File: config.mk
export PLATFORM = sky130hd
export DESIGN_NAME = iter_addsub_ctrl
export DESIGN_NICKNAME = d
export VERILOG_FILES = /design/src/rtl/iter_addsub_ctrl.sv
export SDC_FILE = /design/constraint.sdc
export NUM_CORES = 1
export LEC_CHECK = 0
export ABC_CLOCK_PERIOD_IN_PS = 4200
export CORE_UTILIZATION = 45
export CTS_CLUSTER_DIAMETER = 30
export DETAILED_ROUTE_END_ITERATION = 8
export PLACE_DENSITY = 0.69
export SLEW_MARGIN = 20
export SYNTH_ARGS = -nofsm -noshare
export SYNTH_HDL_FRONTEND = slang
export SYNTH_SLANG_ARGS = --single-unit
export TNS_END_PERCENT = 100
File: constraint.sdc
create_clock -name clk -period 4.2 [get_ports clk]
set_input_delay 0.84 -clock clk [delete_from_list [all_inputs] [get_ports clk]]
set_output_delay 0.84 -clock clk [all_outputs]
set_load 0.01 [all_outputs]
File: src/rtl/iter_addsub_ctrl.sv
// Bit-serial adder/subtractor: captures one operand pair, resolves one bit per cycle
// LSB-first through a registered ripple carry, then holds the result until it is taken.
module iter_addsub_ctrl #(
  parameter int WIDTH = 16
) (
  input  logic             clk,
  input  logic             aclr_n,
  input  logic             flush,
  input  logic             in_valid,
  output logic             in_ready,
  input  logic [WIDTH-1:0] a,
  input  logic [WIDTH-1:0] b,
  input  logic             sub,
  output logic             out_valid,
  input  logic             out_ready,
  output logic [WIDTH-1:0] result,
  output logic             cout,
  output logic             ovf,
  output logic             busy
);

  localparam int CW = $clog2(WIDTH);

  typedef enum logic [1:0] {
    IDLE = 2'd0,
    RUN  = 2'd1,
    DONE = 2'd2
  } state_t;

  state_t           state, state_nxt;
  logic [CW-1:0]    cnt;
  logic             carry;
  logic [WIDTH-1:0] a_q, b_q;
  logic             sub_q;
  logic [WIDTH-2:0] sum_sr;

  logic             accept;
  logic             last_bit;
  logic             bit_a, bit_b;
  logic             sum_bit, carry_nxt;
  logic [WIDTH-1:0] sum_next;

  // Flush wins over a coincident request, so it also vetoes acceptance.
  assign accept    = in_valid & in_ready & ~flush;
  assign last_bit  = (cnt == CW'(WIDTH - 1));

  assign bit_a     = a_q[cnt];
  assign bit_b     = b_q[cnt] ^ sub_q;
  assign sum_bit   = bit_a ^ bit_b ^ carry;
  assign carry_nxt = (bit_a & bit_b) | (bit_a & carry) | (bit_b & carry);
  assign sum_next  = {sum_bit, sum_sr};

  // Gated by the reset input so the block never advertises readiness while held in reset.
  assign in_ready  = (state == IDLE) & aclr_n;
  assign out_valid = (state == DONE);
  assign busy      = (state != IDLE);

  always_ff @(posedge clk or negedge aclr_n) begin
    if (!aclr_n) state <= IDLE;
    else         state <= state_nxt;
  end

  always_comb begin
    // NOTE: defaulting every combinational output first keeps the tool from inferring a latch.
    state_nxt = state;
    case (state)
      IDLE:    if (accept)    state_nxt = RUN;
      RUN:     if (last_bit)  state_nxt = DONE;
      DONE:    if (out_ready) state_nxt = IDLE;
      default:                state_nxt = IDLE;
    endcase
    if (flush) state_nxt = IDLE;
  end

  // NOTE: sequential state uses non-blocking assignments so every flop samples pre-edge values.
  always_ff @(posedge clk or negedge aclr_n) begin
    if (!aclr_n) begin
      cnt    <= '0;
      carry  <= 1'b0;
      a_q    <= '0;
      b_q    <= '0;
      sub_q  <= 1'b0;
      sum_sr <= '0;
      result <= '0;
      cout   <= 1'b0;
      ovf    <= 1'b0;
    end else if (flush) begin
      cnt    <= '0;
      carry  <= 1'b0;
    end else if (accept) begin
      a_q    <= a;
      b_q    <= b;
      sub_q  <= sub;
      cnt    <= '0;
      carry  <= sub;
    end else if (state == RUN) begin
      // Shift in from the top so bit i settles at position i after WIDTH steps.
      sum_sr <= sum_next[WIDTH-1:1];
      carry  <= carry_nxt;
      cnt    <= cnt + 1'b1;
      if (last_bit) begin
        result <= sum_next;
        cout   <= carry_nxt;
        ovf    <= carry ^ carry_nxt;
        cnt    <= '0;
      end
    end
  end

endmodule

Word-level counts from Yosys, hierarchy flattened
Cells that the tools add are included.
Widths: inputs -> output; s select.
{"block": "classes", "order_cmp": 1, "n_div": 0, "n_mux": 16, "add_sub_neg": 1, "n_eq_ne": 6, "n_shift": 0, "multipliers": 0, "bitwise": 14, "reduce_logical": 7}
{"operator": "$mux 4", "count": 4}
{"operator": "$bmux 1 s4", "count": 2}
{"operator": "$mux 2", "count": 4}
{"operator": "$and 1x1->1", "count": 6}
{"operator": "$ne 3x3->1 const B", "count": 2}
{"operator": "$pmux 2 s3", "count": 1}
{"operator": "$reduce_and 3->1", "count": 2}
{"operator": "$lt 4x5->1 const B", "count": 1}
{"operator": "$mux 1", "count": 5}
{"operator": "$add 4x1->4 const B", "count": 1}
{"operator": "$eq 4x4->1 const B", "count": 1}
{"operator": "$reduce_and 4->1", "count": 1}
{"operator": "$xor 1x1->1", "count": 4}
{"operator": "$ne 3x2->1 const B", "count": 1}
{"operator": "$reduce_bool 3->1", "count": 1}
{"operator": "$eq 2x1->1 const B", "count": 1}
{"operator": "$eq 2x2->1 const B", "count": 1}
{"operator": "$logic_not 2->1", "count": 1}
{"operator": "$not 1->1", "count": 2}
{"operator": "$or 1x1->1", "count": 2}
{"operator": "$reduce_and 2->1", "count": 1}
{"operator": "$reduce_bool 2->1", "count": 1}
{"block": "word_totals", "mem_bits_ro": 0, "n_memories": 0, "latchBits": 0, "mem_bits_rw": 0, "regBits": 73, "in_bits": 38, "wordCells": 55}

Depth between registers and ports, before layout
{"block": "depth", "ltp_word": 9, "ltp_mapped": 10, "mapped_depth_nobuf": 8}

Worst setup path after synthesis
No wires, ideal clock.
{"block": "synth_path", "path_kind": "in2reg", "from": "input flush", "to": "register result[0]", "arrival_time_ps": 2250, "stages": 7, "path_slack_ps": 1825, "path_buffers": 4, "required_time_ps": 4075, "path_cell_list": "buf_2 -> or3b_1 -> buf_6 -> or2_1 -> buf_6 -> buf_12 -> mux2_4"}
{"block": "synth_between", "elab_chain_cells": 4}
{"element": "start, declared", "line": "8", "rtl": "input logic flush,"}
{"element": "$not 1->1 (no line) *"}
{"element": "$and 1x1->1", "line": "44", "rtl": "assign accept = in_valid & in_ready & ~flush;"}
{"element": "$not 1->1 (no line)"}
{"element": "$reduce_and 4->1 (no line) *"}
{"element": "end signal, assigned", "line": "102", "rtl": "result <= sum_next;"}
{"element": "end, declared", "line": "16", "rtl": "output logic [WIDTH-1:0] result,"}
Mark *: on every way between the ends. The rest lies on a longest branch, timed or not.
A chain may end at the register's enable or synchronous reset.

Worst setup path after layout
{"block": "layout_path", "from": "input flush", "to": "register result[14]"}
The elaborated chain is that of the path after synthesis.

==> impl_metrics.tcl <==
set metrics [dict create \
    syn_area_um2 3250 \
    p_comb_share_pct 13.5 \
    grt_pass1_wl_um 10000 \
    holdBufCountCts 0 \
    power.density_nw_per_um2 417 \
    async_flop_share_pct 100 \
    pre_cts_ws_ns 0.746 \
    skew_ns 0.0101 \
    met2_usage_pct 27.6 \
    use_met1_pct 22.6 \
    slew_headroom_pct 29.4 \
    gp_congestion 0.739 \
    crit_chain "clkdlybuf4s50_1 -> or3b_1 -> or2_1 -> mux2_2" \
    critical_path.top_delay_family "simple AND/OR/NAND/NOR gates" \
    p_int_w 0.00130 \
    drv_cap 0 \
    post-route-period-util_pct 73.6 \
    start_kind "input port" \
    seq_power_share_pct 50.5 \
    yosysWarnings 0 \
    wl_um 5770 \
    final_hold_viol_count 0 \
    leakagePower_nw 1.85 \
    cts.clk_slew.worst_paths_ns 0.08 \
    p_clk_share_pct 36.0 \
    die_h_um 87.0 \
    design.die.area_um2 7560 \
    fin_crit_ns 3.09 \
    port_buffers 58 \
    use_met3_pct 5.97 \
    synth_cell_type_count 37 \
    rows 30 \
    synthXorXnorAreaFrac_pct 0.270 \
    syn_inst 255 \
    critical_path_class "in2reg" \
    synthMuxAreaShare_pct 23.4 \
    synth_edf_count 0 \
    antenna_found_initial 0 \
    slowest_stage "or2_1" \
    switching_share_pct 23.6 \
    tightest_slew_ns 1.06 \
    cts_resized 0 \
    syn2layout_area_growth_pct 26.0 \
    slowest_delay_ns 0.89 \
    drtIter0Drc 100 \
    dp.final_hpwl_um 4010 \
    synth_top_family_by_area "multiplexers" \
    setup_viol_count_final 0 \
    switchingPower_w 0.000404 \
    n_antenna_cell 0 \
    fin_setup_tns_ns 0 \
    numCtsBuffers 9 \
    status "completed" \
    fmax_mhz 323 \
    synth_compound_area_share_pct 6.24 \
    hold_ws_ns 0.494 \
    crit_fanout 22 \
    core_area_um2 6870 \
    htreeDepth 3 \
    track_usage_pct 17.7 \
    start_util_pct 47.3 \
    report.final.slew_viol_count 0 \
    drive_gt1_share_pct 22.9 \
    worstSetupEndpointType "flip-flop" \
    worst_slack_ns 1.11 \
    arrival_ns 3.32 \
    cts_sinks 73 \
    synth_fp_nets 295 \
    hp-class "reg2reg" \
    top_level_ports 59 \
    worst-path-buf-inv 1 \
    synthFlopType "dfrtp_1" \
    drcViolationCount 0 \
    peakVddDrop_mv 0.294 \
    cts_tree "built" \
    rsz0062_at_grt "false" \
    busiest_layer "met2" \
    fin_nets 351 \
    die_w_um 87.0 \
    grt_overflow_total 0 \
    synthSimpleGateAreaFrac_pct 9.24 \
    grt_pass1_vias 2093 \
    critPathRequiredTime_ns 4.43 \
    grt_max_degree 76 \
    postLayoutCellArea_um2 4090 \
    synth-seq-area-share_pct 56.2 \
    dpl_cell_area_um2 3860 \
    wl_per_cell_um 14.0 \
    synth_seq_cells 73 \
    dr.pass1.iters 4 \
    synth.avg_cell_area_um2 12.7 \
    cts-root-buf "clkbuf_8" \
    ant_nets 0 \
    synthAdderAreaFrac_pct 1.00 \
    vias 2095 \
    postCtsSetupBuffers 0 \
    vias_per_cell 5.10 \
    cts_max_path_buffers 2 \
    clk_latency_ns 0.34 \
]
metal layers:
layer | share of wire [%] | routed length, µm
met5 | 0 | 0
met4 | 1.2 | 70
met3 | 4.6 | 268
met2 | 48 | 2770
met1 | 46 | 2660
cell usage in the layout, fill, tap and decap left out, types with 2 or more instances in the layout:
cell	netlist	routed
clkbuf_8	0	11
mux4_2	4	4
nand2_1	48	48
mux2_4	13	13
bufinv_16	0	2
a221oi_1	6	6
mux2_2	35	35
nand3_1	5	5
clkdlybuf4s50_1	0	57
a21oi_1	4	4
a22o_1	2	2
nor2_2	0	2
nor3_1	3	3
mux2i_1	8	8
inv_1	4	4
buf_4	0	3
a21o_1	2	2
o21ai_0	8	8
nor2_1	7	5
dfrtp_1	73	73
logic make-up (layout without fill, tap and decap cells):
| group | count (synthesis) | count (layout) |
|---|---|---|
| muxes | 60 | 60 |
| adders and majority gates | 2 | 2 |
| DFF | 73 | 73 |
| and+or+nand+nor | 71 | 71 |
| xor gates and xnor gates | 1 | 1 |
| AOI/OAI and AO/OA | 29 | 29 |
| buffers and inverters | 19 | 79 |
flip-flops by register name (all words and copies together), names as in the netlist:
register	cells
sub_q	1
ovf	1
a_q	16
sum_sr	15
carry	1
cnt	4
result	16
cout	1
state	2
b_q	16
synthesized netlist by cell type, types with 2 or more instances:
cell type / count / area (µm²)
a22o_1: 2 / 17.5
dfrtp_1: 73 / 1830
a21oi_1: 4 / 20.0
nand3_1: 5 / 25.0
inv_1: 4 / 15.0
a221oi_1: 6 / 52.6
buf_6: 3 / 33.8
nand2_1: 48 / 180
nor3_1: 3 / 15.0
mux2i_1: 8 / 80.1
mux2_4: 13 / 195
buf_2: 6 / 30.0
a21o_1: 2 / 15.0
o21ai_0: 8 / 40.0
mux2_2: 35 / 394
mux4_2: 4 / 90.1
clkbuf_1: 5 / 18.8
nor2_1: 7 / 26.3
per-stage QoR:
| stage | power (W) | cells | utilization [%] |
|---|---|---|---|
| CTS | 0.00174 | 411 | 59.5 |
| global route | 0.00180 | 411 | 59.6 |
| detailed placement | 0.00112 | 396 | 56.2 |
| finish | 0.00171 | 411 | 59.6 |
| global placement | 0.00110 | 396 | 56.2 |
| floorplan | 0.00101 | 255 | - |
worst reg2reg max path, cell delays in order (launching register included):
cell       delay, ns
dfrtp_1         0.92
mux2i_1         0.25
a221oi_1        0.47
a22o_1          0.21
o2111ai_1       0.16
fa_1            0.45
nor2_1          0.13
a211oi_1        0.07
nor3_1          0.15
path summary, 6_finish.rpt:
| path | start | end | slack, ns | cells past startpoint |
|---|---|---|---|---|
| min in group asynchronous | aclr_n | cout | 0.77 | 2 |
| max in group asynchronous | aclr_n | a_q[0] | 2.85 | 2 |
| setup reg to reg | cnt[0] | carry | 1.30 | 8 |
| setup / recovery | flush | result[14] | 1.11 | 4 |
| hold reg to reg | result[15] | result[15] | 0.49 | 2 |
| hold / removal | result[15] | result[15] | 0.49 | 2 |
layout make-up:
class,count,area [µm²]
multi-input combinational,163,1310
sequential,73,1830
timing repair buffer,60,593
clock inverter,4,76.3
clock buffer,11,151
tap,96,120
inverter,4,15.0
fill,555,2780
power groups by stage:
stage                     Clock [W]  Sequential (W)  Combinational (W)
after CTS                  0.000634        0.000865           0.000237
after global routing       0.000660        0.000878           0.000260
final                      0.000614        0.000862           0.000231
after floorplan                   0        0.000852           0.000161
after detailed placement          0        0.000879           0.000237
after global placement            0        0.000873           0.000231
No activity file was read; power rests on OpenSTA's default activity.
